## src/rtl/stack_arbiter_if.sv

```systemverilog
// Bundle of client handshakes and stack-side signals for stack_arbiter.
// err_a/err_b exist only when STACK_ARB_ERR_EN is defined.
interface stack_arbiter_if #(parameter int DW = 8);
    logic          req_a, req_b;
    logic          op_a, op_b;
    logic [DW-1:0] din_a, din_b;
    logic          ack_a, ack_b;
    logic [DW-1:0] rdata_a, rdata_b;
`ifdef STACK_ARB_ERR_EN
    logic          err_a, err_b;
`endif
    logic          stk_push, stk_pop;
    logic [DW-1:0] stk_d_in, stk_d_out;
    logic          stk_full, stk_empty;

`ifdef STACK_ARB_ERR_EN
    modport slave (
        input  req_a, req_b, op_a, op_b, din_a, din_b, stk_d_out, stk_full, stk_empty,
        output ack_a, ack_b, rdata_a, rdata_b, err_a, err_b, stk_push, stk_pop, stk_d_in
    );
    modport master (
        output req_a, req_b, op_a, op_b, din_a, din_b, stk_d_out, stk_full, stk_empty,
        input  ack_a, ack_b, rdata_a, rdata_b, err_a, err_b, stk_push, stk_pop, stk_d_in
    );
`else
    modport slave (
        input  req_a, req_b, op_a, op_b, din_a, din_b, stk_d_out, stk_full, stk_empty,
        output ack_a, ack_b, rdata_a, rdata_b, stk_push, stk_pop, stk_d_in
    );
    modport master (
        output req_a, req_b, op_a, op_b, din_a, din_b, stk_d_out, stk_full, stk_empty,
        input  ack_a, ack_b, rdata_a, rdata_b, stk_push, stk_pop, stk_d_in
    );
`endif
endinterface

```

## src/rtl/stack_arbiter.sv

```systemverilog
// Round-robin arbiter sharing one stack between requesters A and B.
// Define STACK_ARB_ERR_EN to complete illegal ops with err instead of stalling them.
module stack_arbiter #(
    parameter int data_bus_width    = 8,
    parameter int address_bus_width = 4
) (
    input  logic             clk,
    input  logic             rst_n,
    stack_arbiter_if.slave   bus
);
    if (data_bus_width < 1 || address_bus_width < 1) begin : g_bad_width
        $error("stack_arbiter: bus widths must be positive");
    end

    typedef enum logic [1:0] {IDLE, ISSUE, CAPTURE, DONE} state_t;

    state_t                    r_state, w_state_nxt;
    logic                      r_rr, w_rr_nxt;
    logic                      r_id, w_id_nxt;
    logic                      r_op, w_op_nxt;
    logic                      r_push, w_push_nxt;
    logic                      r_pop, w_pop_nxt;
    logic                      r_ack_a, w_ack_a_nxt;
    logic                      r_ack_b, w_ack_b_nxt;
    logic [data_bus_width-1:0] r_d_in, w_d_in_nxt;
    logic [data_bus_width-1:0] r_rdata_a, w_rdata_a_nxt;
    logic [data_bus_width-1:0] r_rdata_b, w_rdata_b_nxt;
`ifdef STACK_ARB_ERR_EN
    logic                      r_err_a, w_err_a_nxt;
    logic                      r_err_b, w_err_b_nxt;
    logic                      w_win_ill;
`endif
    logic                      w_ill_a, w_ill_b;
    logic                      w_elig_a, w_elig_b;
    logic                      w_win, w_win_op;
    logic [data_bus_width-1:0] w_win_din;

    assign w_ill_a = bus.op_a ? bus.stk_full : bus.stk_empty;
    assign w_ill_b = bus.op_b ? bus.stk_full : bus.stk_empty;

`ifdef STACK_ARB_ERR_EN
    assign w_elig_a  = bus.req_a;
    assign w_elig_b  = bus.req_b;
    assign w_win_ill = w_win ? w_ill_b : w_ill_a;
`else
    // Illegal requests simply wait; the other port keeps being served.
    assign w_elig_a  = bus.req_a & ~w_ill_a;
    assign w_elig_b  = bus.req_b & ~w_ill_b;
`endif

    // w_win: 0 = A, 1 = B; r_rr names the preferred port on a tie.
    assign w_win     = (w_elig_a & w_elig_b) ? r_rr : w_elig_b;
    assign w_win_op  = w_win ? bus.op_b  : bus.op_a;
    assign w_win_din = w_win ? bus.din_b : bus.din_a;

    always_comb begin
        w_state_nxt   = r_state;
        w_rr_nxt      = r_rr;
        w_id_nxt      = r_id;
        w_op_nxt      = r_op;
        w_d_in_nxt    = r_d_in;
        w_rdata_a_nxt = r_rdata_a;
        w_rdata_b_nxt = r_rdata_b;
        w_push_nxt    = 1'b0;
        w_pop_nxt     = 1'b0;
        w_ack_a_nxt   = 1'b0;
        w_ack_b_nxt   = 1'b0;
`ifdef STACK_ARB_ERR_EN
        w_err_a_nxt   = 1'b0;
        w_err_b_nxt   = 1'b0;
`endif
        case (r_state)
            IDLE: begin
                if (w_elig_a | w_elig_b) begin
                    w_id_nxt   = w_win;
                    w_op_nxt   = w_win_op;
                    w_rr_nxt   = ~w_win;
                    w_d_in_nxt = w_win_din;
`ifdef STACK_ARB_ERR_EN
                    if (w_win_ill) begin
                        w_state_nxt = DONE;
                        w_ack_a_nxt = ~w_win;
                        w_ack_b_nxt = w_win;
                        w_err_a_nxt = ~w_win;
                        w_err_b_nxt = w_win;
                    end else begin
`else
                    begin
`endif
                        w_state_nxt = ISSUE;
                        w_push_nxt  = w_win_op;
                        w_pop_nxt   = ~w_win_op;
                    end
                end
            end
            ISSUE: begin
                if (r_op) begin
                    w_state_nxt = DONE;
                    w_ack_a_nxt = ~r_id;
                    w_ack_b_nxt = r_id;
                end else begin
                    w_state_nxt = CAPTURE;
                end
            end
            CAPTURE: begin
                // stk_d_out settled on the edge that closed the pop strobe
                if (r_id) w_rdata_b_nxt = bus.stk_d_out;
                else      w_rdata_a_nxt = bus.stk_d_out;
                w_state_nxt = DONE;
                w_ack_a_nxt = ~r_id;
                w_ack_b_nxt = r_id;
            end
            DONE:    w_state_nxt = IDLE;
            default: w_state_nxt = IDLE;
        endcase
    end

    always_ff @(posedge clk or negedge rst_n) begin
        if (!rst_n) begin
            r_state   <= IDLE;
            r_rr      <= 1'b0;
            r_id      <= 1'b0;
            r_op      <= 1'b0;
            r_push    <= 1'b0;
            r_pop     <= 1'b0;
            r_ack_a   <= 1'b0;
            r_ack_b   <= 1'b0;
            r_d_in    <= '0;
            r_rdata_a <= '0;
            r_rdata_b <= '0;
`ifdef STACK_ARB_ERR_EN
            r_err_a   <= 1'b0;
            r_err_b   <= 1'b0;
`endif
        end else begin
            r_state   <= w_state_nxt;
            r_rr      <= w_rr_nxt;
            r_id      <= w_id_nxt;
            r_op      <= w_op_nxt;
            r_push    <= w_push_nxt;
            r_pop     <= w_pop_nxt;
            r_ack_a   <= w_ack_a_nxt;
            r_ack_b   <= w_ack_b_nxt;
            r_d_in    <= w_d_in_nxt;
            r_rdata_a <= w_rdata_a_nxt;
            r_rdata_b <= w_rdata_b_nxt;
`ifdef STACK_ARB_ERR_EN
            r_err_a   <= w_err_a_nxt;
            r_err_b   <= w_err_b_nxt;
`endif
        end
    end

    assign bus.ack_a    = r_ack_a;
    assign bus.ack_b    = r_ack_b;
    assign bus.rdata_a  = r_rdata_a;
    assign bus.rdata_b  = r_rdata_b;
    assign bus.stk_push = r_push;
    assign bus.stk_pop  = r_pop;
    assign bus.stk_d_in = r_d_in;
`ifdef STACK_ARB_ERR_EN
    assign bus.err_a    = r_err_a;
    assign bus.err_b    = r_err_b;
`endif
endmodule

```

## src/flat_wrapper.sv

```systemverilog
// flat-port wrapper written by rule: the top's interface ports become plain ports
module stack_arbiter_flat 
#(
    parameter int data_bus_width    = 8,
    parameter int address_bus_width = 4
)
  (clk, rst_n, bus_req_a, bus_req_b, bus_op_a, bus_op_b, bus_din_a, bus_din_b, bus_stk_d_out, bus_stk_full, bus_stk_empty, bus_ack_a, bus_ack_b, bus_rdata_a, bus_rdata_b, bus_stk_push, bus_stk_pop, bus_stk_d_in);
  stack_arbiter_if #(.DW((8))) bus_i ();
  input  logic clk;
  input  logic rst_n;
  input wire logic [$bits(bus_i.req_a)-1:0] bus_req_a;
  input wire logic [$bits(bus_i.req_b)-1:0] bus_req_b;
  input wire logic [$bits(bus_i.op_a)-1:0] bus_op_a;
  input wire logic [$bits(bus_i.op_b)-1:0] bus_op_b;
  input wire logic [$bits(bus_i.din_a)-1:0] bus_din_a;
  input wire logic [$bits(bus_i.din_b)-1:0] bus_din_b;
  input wire logic [$bits(bus_i.stk_d_out)-1:0] bus_stk_d_out;
  input wire logic [$bits(bus_i.stk_full)-1:0] bus_stk_full;
  input wire logic [$bits(bus_i.stk_empty)-1:0] bus_stk_empty;
  output wire logic [$bits(bus_i.ack_a)-1:0] bus_ack_a;
  output wire logic [$bits(bus_i.ack_b)-1:0] bus_ack_b;
  output wire logic [$bits(bus_i.rdata_a)-1:0] bus_rdata_a;
  output wire logic [$bits(bus_i.rdata_b)-1:0] bus_rdata_b;
  output wire logic [$bits(bus_i.stk_push)-1:0] bus_stk_push;
  output wire logic [$bits(bus_i.stk_pop)-1:0] bus_stk_pop;
  output wire logic [$bits(bus_i.stk_d_in)-1:0] bus_stk_d_in;
  assign bus_i.req_a = bus_req_a;
  assign bus_i.req_b = bus_req_b;
  assign bus_i.op_a = bus_op_a;
  assign bus_i.op_b = bus_op_b;
  assign bus_i.din_a = bus_din_a;
  assign bus_i.din_b = bus_din_b;
  assign bus_i.stk_d_out = bus_stk_d_out;
  assign bus_i.stk_full = bus_stk_full;
  assign bus_i.stk_empty = bus_stk_empty;
  assign bus_ack_a = bus_i.ack_a;
  assign bus_ack_b = bus_i.ack_b;
  assign bus_rdata_a = bus_i.rdata_a;
  assign bus_rdata_b = bus_i.rdata_b;
  assign bus_stk_push = bus_i.stk_push;
  assign bus_stk_pop = bus_i.stk_pop;
  assign bus_stk_d_in = bus_i.stk_d_in;
  stack_arbiter #(.data_bus_width(data_bus_width), .address_bus_width(address_bus_width)) u_core (.clk(clk), .rst_n(rst_n), .bus(bus_i));
endmodule
```

## config.mk

```make
export PLATFORM = sky130hd
export DESIGN_NAME = stack_arbiter_flat
export DESIGN_NICKNAME = d
export VERILOG_FILES = /design/src/rtl/stack_arbiter_if.sv /design/src/rtl/stack_arbiter.sv /design/src/flat_wrapper.sv
export SDC_FILE = /design/constraint.sdc
export NUM_CORES = 1
export LEC_CHECK = 0
export CORE_ASPECT_RATIO = 1.1
export CORE_UTILIZATION = 38
export DETAILED_ROUTE_END_ITERATION = 10
export PLACE_DENSITY = 0.8
export SLEW_MARGIN = 20
export SYNTH_ARGS = -nofsm -noshare
export SYNTH_HDL_FRONTEND = slang
export SYNTH_SLANG_ARGS = --single-unit
```

## constraint.sdc

```tcl
create_clock -name clk -period 1.6 [get_ports clk]
set_input_delay 0.16 -clock clk [delete_from_list [all_inputs] [get_ports clk]]
set_output_delay 0.16 -clock clk [all_outputs]
set_load 0.05 [all_outputs]
```

# Word-level counts from Yosys, hierarchy flattened
# Cells that the tools add are included.
# W data, S select, Z words.
# totals
reg_bits,33
elab_cells,44
# op_classes
eq_ne,4
n_mux,16
n_bitwise,9
n_reduce_logical,4
# op_table
cell,count
$mux W1,11
$mux W8,1
$pmux W2 S4,1
$reduce_and A2 Y1,3
$not A1 Y1,5
$eq A2 B2 Y1 const B,2
$pmux W1 S2,2
$and A1 B1 Y1,3
$eq A2 B1 Y1 const B,1
$logic_not A2 Y1,1
$mux W2,1
$ne A2 B1 Y1 const B,1
$or A1 B1 Y1,1

# Logic depth before layout (Yosys ltp)
# logic_depth
word_depth,9
mapped_depth,6
ltp_nobuf,6

# Worst setup path before layout
# Ideal clock, no wire load.
# synth_path
path_kind,reg2reg
from,register u_core.r_state[0]
to,"register u_core.r_d_in[0], in the netlist u_core.bus.stk_d_in[0]"
setup_ps,67
arrival_ps,1480
slack_ps,53
stages_incl_launch_ff,7
path_cell_list,dfrtp_1 -> inv_1 -> ha_1 -> nand2_1 -> a211oi_1 -> and2_1 -> a221o_1
# synth_between
elab_chain_len,2
# synth_lines
item,line,source
start: declaration,stack_arbiter.sv:17,"state_t r_state, w_state_nxt;"
start signal: assignment,stack_arbiter.sv:136,r_state <= w_state_nxt;
$logic_not A2 Y1,stack_arbiter.sv:72,case (r_state)
$reduce_and A2 Y1 (no source line),--,
end signal: assignment,stack_arbiter.sv:144,r_d_in <= w_d_in_nxt;
end: declaration,stack_arbiter.sv:25,"logic [data_bus_width-1:0] r_d_in, w_d_in_nxt;"
# No other way between the ends.
# A chain may end at the register's enable or synchronous reset.

# Final worst setup path
# layout_path
from,register u_core.r_state[0]
to,"register u_core.r_rdata_b[5], in the netlist u_core.bus.rdata_b[5]"
# layout_between
elab_chain_len,2
# layout_lines
item,line,source
$eq A2 B2 Y1,stack_arbiter.sv:72,
$reduce_and A2 Y1 (no source line),--,
end signal: assignment,stack_arbiter.sv:146,r_rdata_b <= w_rdata_b_nxt;
end: declaration,stack_arbiter.sv:27,"logic [data_bus_width-1:0] r_rdata_b, w_rdata_b_nxt;"
# No other way between the ends.

==> metrics.md <==
| Metric | Value |
|---|---|
| Pin count of the biggest net entering global routing | 34 |
| Worst Path Max Fanout | 8 |
| First DRT Iteration DRCs | 29 |
| Antenna viol nets, final | 0 |
| Clock net sink count | 33 |
| NumNets Final | 212 |
| Detail Placement HPWL | 2.42 mm |
| Final Util | 0.614 |
| Arrival time worst endpoint | 1720 ps |
| Net Count, Synth | 141 |
| Area grow syn2layout | 48.7% |
| Max Freq | 0.662 GHz |
| Clock Skew | 14.8 ps |
| Clock buffer depth | 2 |
| Endpoints failing hold | 0 |
| Sequential element share of the synthesized area | 0.581 |
| Ratio of cells with drive above 1 in the final layout | 0.373 |
| Post-synthesis cell count | 106 |
| # IOs | 60 |
| Rel. slew slack | 0.735 |
| Final Wtd Congestion | 0.789 |
| Port bufs | 59 |
| Crit path largest cell delay | 400 ps |
| Element type at the critical path start | register |
| Die height | 66.1 um |
| Yosys reg bits | 33 |
| Reg clk slew, reported paths | 100 ps |
| CTS root buf | clkbuf_4 |
| Fin crit share | 0.943 |
| Maxcap violations | 0 |
| TritonCTS Buffers | 5 |
| Ys Warns | 0 |
| Overflow after GRT | 0 |
| Max VDD drop | 0.00136 V |
| Worst-margin pin slew | 397 ps |
| Number of global-route vias before repair | 1119 |
| Via count | 1070 |
| Tightest Hold Check Type | primary input to asynchronous set/reset pin |
| Worst setup path class | register to register |
| Via density | 4.76 |
| Crit-path slowest cell | dfrtp_1 |
| Residual DRC count | 0 |
| Worst-Skew Late Latency | 330 ps |
| Commonest cells after routing, fill and taps aside | 35 x buf_4, 33 x dfrtp_1, 30 x clkdlybuf4s50_1 |
| Crit end category | register |
| Drt pass-1 iters | 2 |
| GR Util met3 | 0.0665 |
| H-tree depth | 2 |
| Met2 GRT Util | 0.290 |
| M1 GR Usage | 0.177 |
| Commonest non-fill, non-tap cell in the layout | buf_4 |
| Antenna cells | 0 |
| Most Crowded Layer GR | met2 |
| Leakage | 0.990 nW |
| Crit-path cells | inv_2 -> ha_1 -> nand2_1 -> mux2_2 |
| RSZ-0062 raised after global routing | true |
| Total die area | 3990 sq um |
| Die width | 60.3 um |
| WL per Instance | 13.3 um |
| Unique masters post-synth | 24 |
| Mapped Area | 1420 sq um |
| Gr usage total | 0.165 |
| Final min period | 1510 ps |
| Initial cell density of the core | 0.413 |
| Drt total wl | 2.99 mm |
| Syn Area/Cell | 13.4 sq um |
| First-pass GRT wire length | 4.75 mm |
| Initial antenna violation count | 0 |
| Overall power | 4.64 mW |
| Post-CTS setup buffer count | 0 |
| Row count | 22 |
| Slew Viols, Final | 0 |
| CP Data Required Time | 1810 ps |
| Final setup violation count | 0 |
| Register-to-Register Path Depth | 4 |
| Outcome | complete, no violations |
| Core area | 3440 sq um |
| CTS tree | done |
| PwrDens | 2200 nW/um^2 |
synthesized netlist by cell type:
master | number | area [sq um]
nand2b_1 | 1 | 6.26
nor2_1 | 4 | 15.0
a21o_1 | 1 | 7.51
o21ai_0 | 2 | 10.0
mux2i_1 | 3 | 30.0
dfrtp_1 | 33 | 826
a221o_1 | 8 | 80.1
nor2b_1 | 2 | 12.5
a22oi_1 | 1 | 7.51
and2_1 | 9 | 56.3
a21oi_2 | 1 | 8.76
mux2_4 | 1 | 15.0
a21o_2 | 1 | 8.76
a211oi_1 | 2 | 15.0
mux2_2 | 17 | 191
ha_1 | 3 | 37.5
nand2b_2 | 1 | 8.76
buf_6 | 1 | 11.3
nand2_1 | 3 | 11.3
inv_1 | 6 | 22.5
o211a_1 | 1 | 10.0
a211o_1 | 1 | 8.76
buf_2 | 1 | 5.00
nor3_1 | 3 | 15.0
cell type report:
cell class / count / area (sq um)
fill: 289 / 1330
tap: 48 / 60.1
clock buffer: 7 / 55.1
multi-input combinational: 65 / 573
timing repair buffer: 66 / 576
inverter: 6 / 22.5
sequential: 33 / 826
kinds of logic after synthesis:
family,share of synthesized area
AO/OA/AOI/OAI,0.110
adder cells (fa/ha/maj),0.0264
buffers and inverters,0.0273
flip-flops,0.581
multiplexers,0.167
AND/OR/NAND/NOR,0.0881
power by group:
group          leakage, nW  internal [mW]  switching, mW
clock network       0.0314          0.207          0.245
registers            0.398           1.23          0.228
logic                0.561           1.02           1.70
worst max-delay path, delay by kind of cell, from the launching register on:
kind	cells	cell delay (ps)
muxes	1	390
and+or+nand+nor	1	290
DFF	1	400
buffers and inverters	1	80
adders and majority gates	1	230
stage by stage:
step | cell area [sq um] | hold WS (ps) | cells | setup slack [ps] | TNS [ps]
2_1_floorplan | 1420 | -136 | 106 | 53.2 | 0
3_3_place_gp | 2040 | 481 | 218 | -341 | -3750
3_5_place_dp | 2040 | 478 | 218 | -405 | -4540
4_1_cts | 2100 | 230 | 225 | 0.857 | 0
5_1_grt | 2110 | 249 | 225 | -20.5 | -113
6_report | 2110 | 225 | 225 | 90.5 | 0
repair_timing:
action                                  in CTS  in global routing
endpoints found under the setup margin       9                 26
cloned                                       0                  0
resized for setup                            3                  3
pin swaps                                    0                  0
hold buffers                                 0                  0
metal layers:
metal / routed length, um / part of all wire
met1: 1200 / 0.40
met2: 1450 / 0.48
met3: 303 / 0.10
met4: 36 / 0.012
met5: 0 / 0
path summary, 6_finish.rpt:
kind	startpoint	endpoint	slack, ps
max	u_core.r_state[0]$_DFFE_PN0P_	u_core.bus.rdata_b[5]$_DFFE_PN0N_	90
min	rst_n	u_core.bus.stk_push$_DFF_PN0_	230
max reg2reg	u_core.r_state[0]$_DFFE_PN0P_	u_core.bus.rdata_b[5]$_DFFE_PN0N_	90
min reg2reg	u_core.r_id$_DFFE_PN0P_	u_core.bus.ack_a$_DFF_PN0_	490
max in group asynchronous	rst_n	u_core.r_id$_DFFE_PN0P_	1070
min in group clk	bus_op_b	u_core.bus.stk_push$_DFF_PN0_	270
state kept, by name, summed over array words and instances (netlist names):
register             count
u_core.r_op              1
u_core.bus.rdata_b       8
u_core.bus.rdata_a       8
u_core.r_rr              1
u_core.bus.ack_a         1
u_core.bus.stk_push      1
u_core.r_state           2
u_core.r_id              1
u_core.bus.ack_b         1
u_core.bus.stk_d_in      8
u_core.bus.stk_pop       1
No activity file was read; power rests on OpenSTA's default activity.
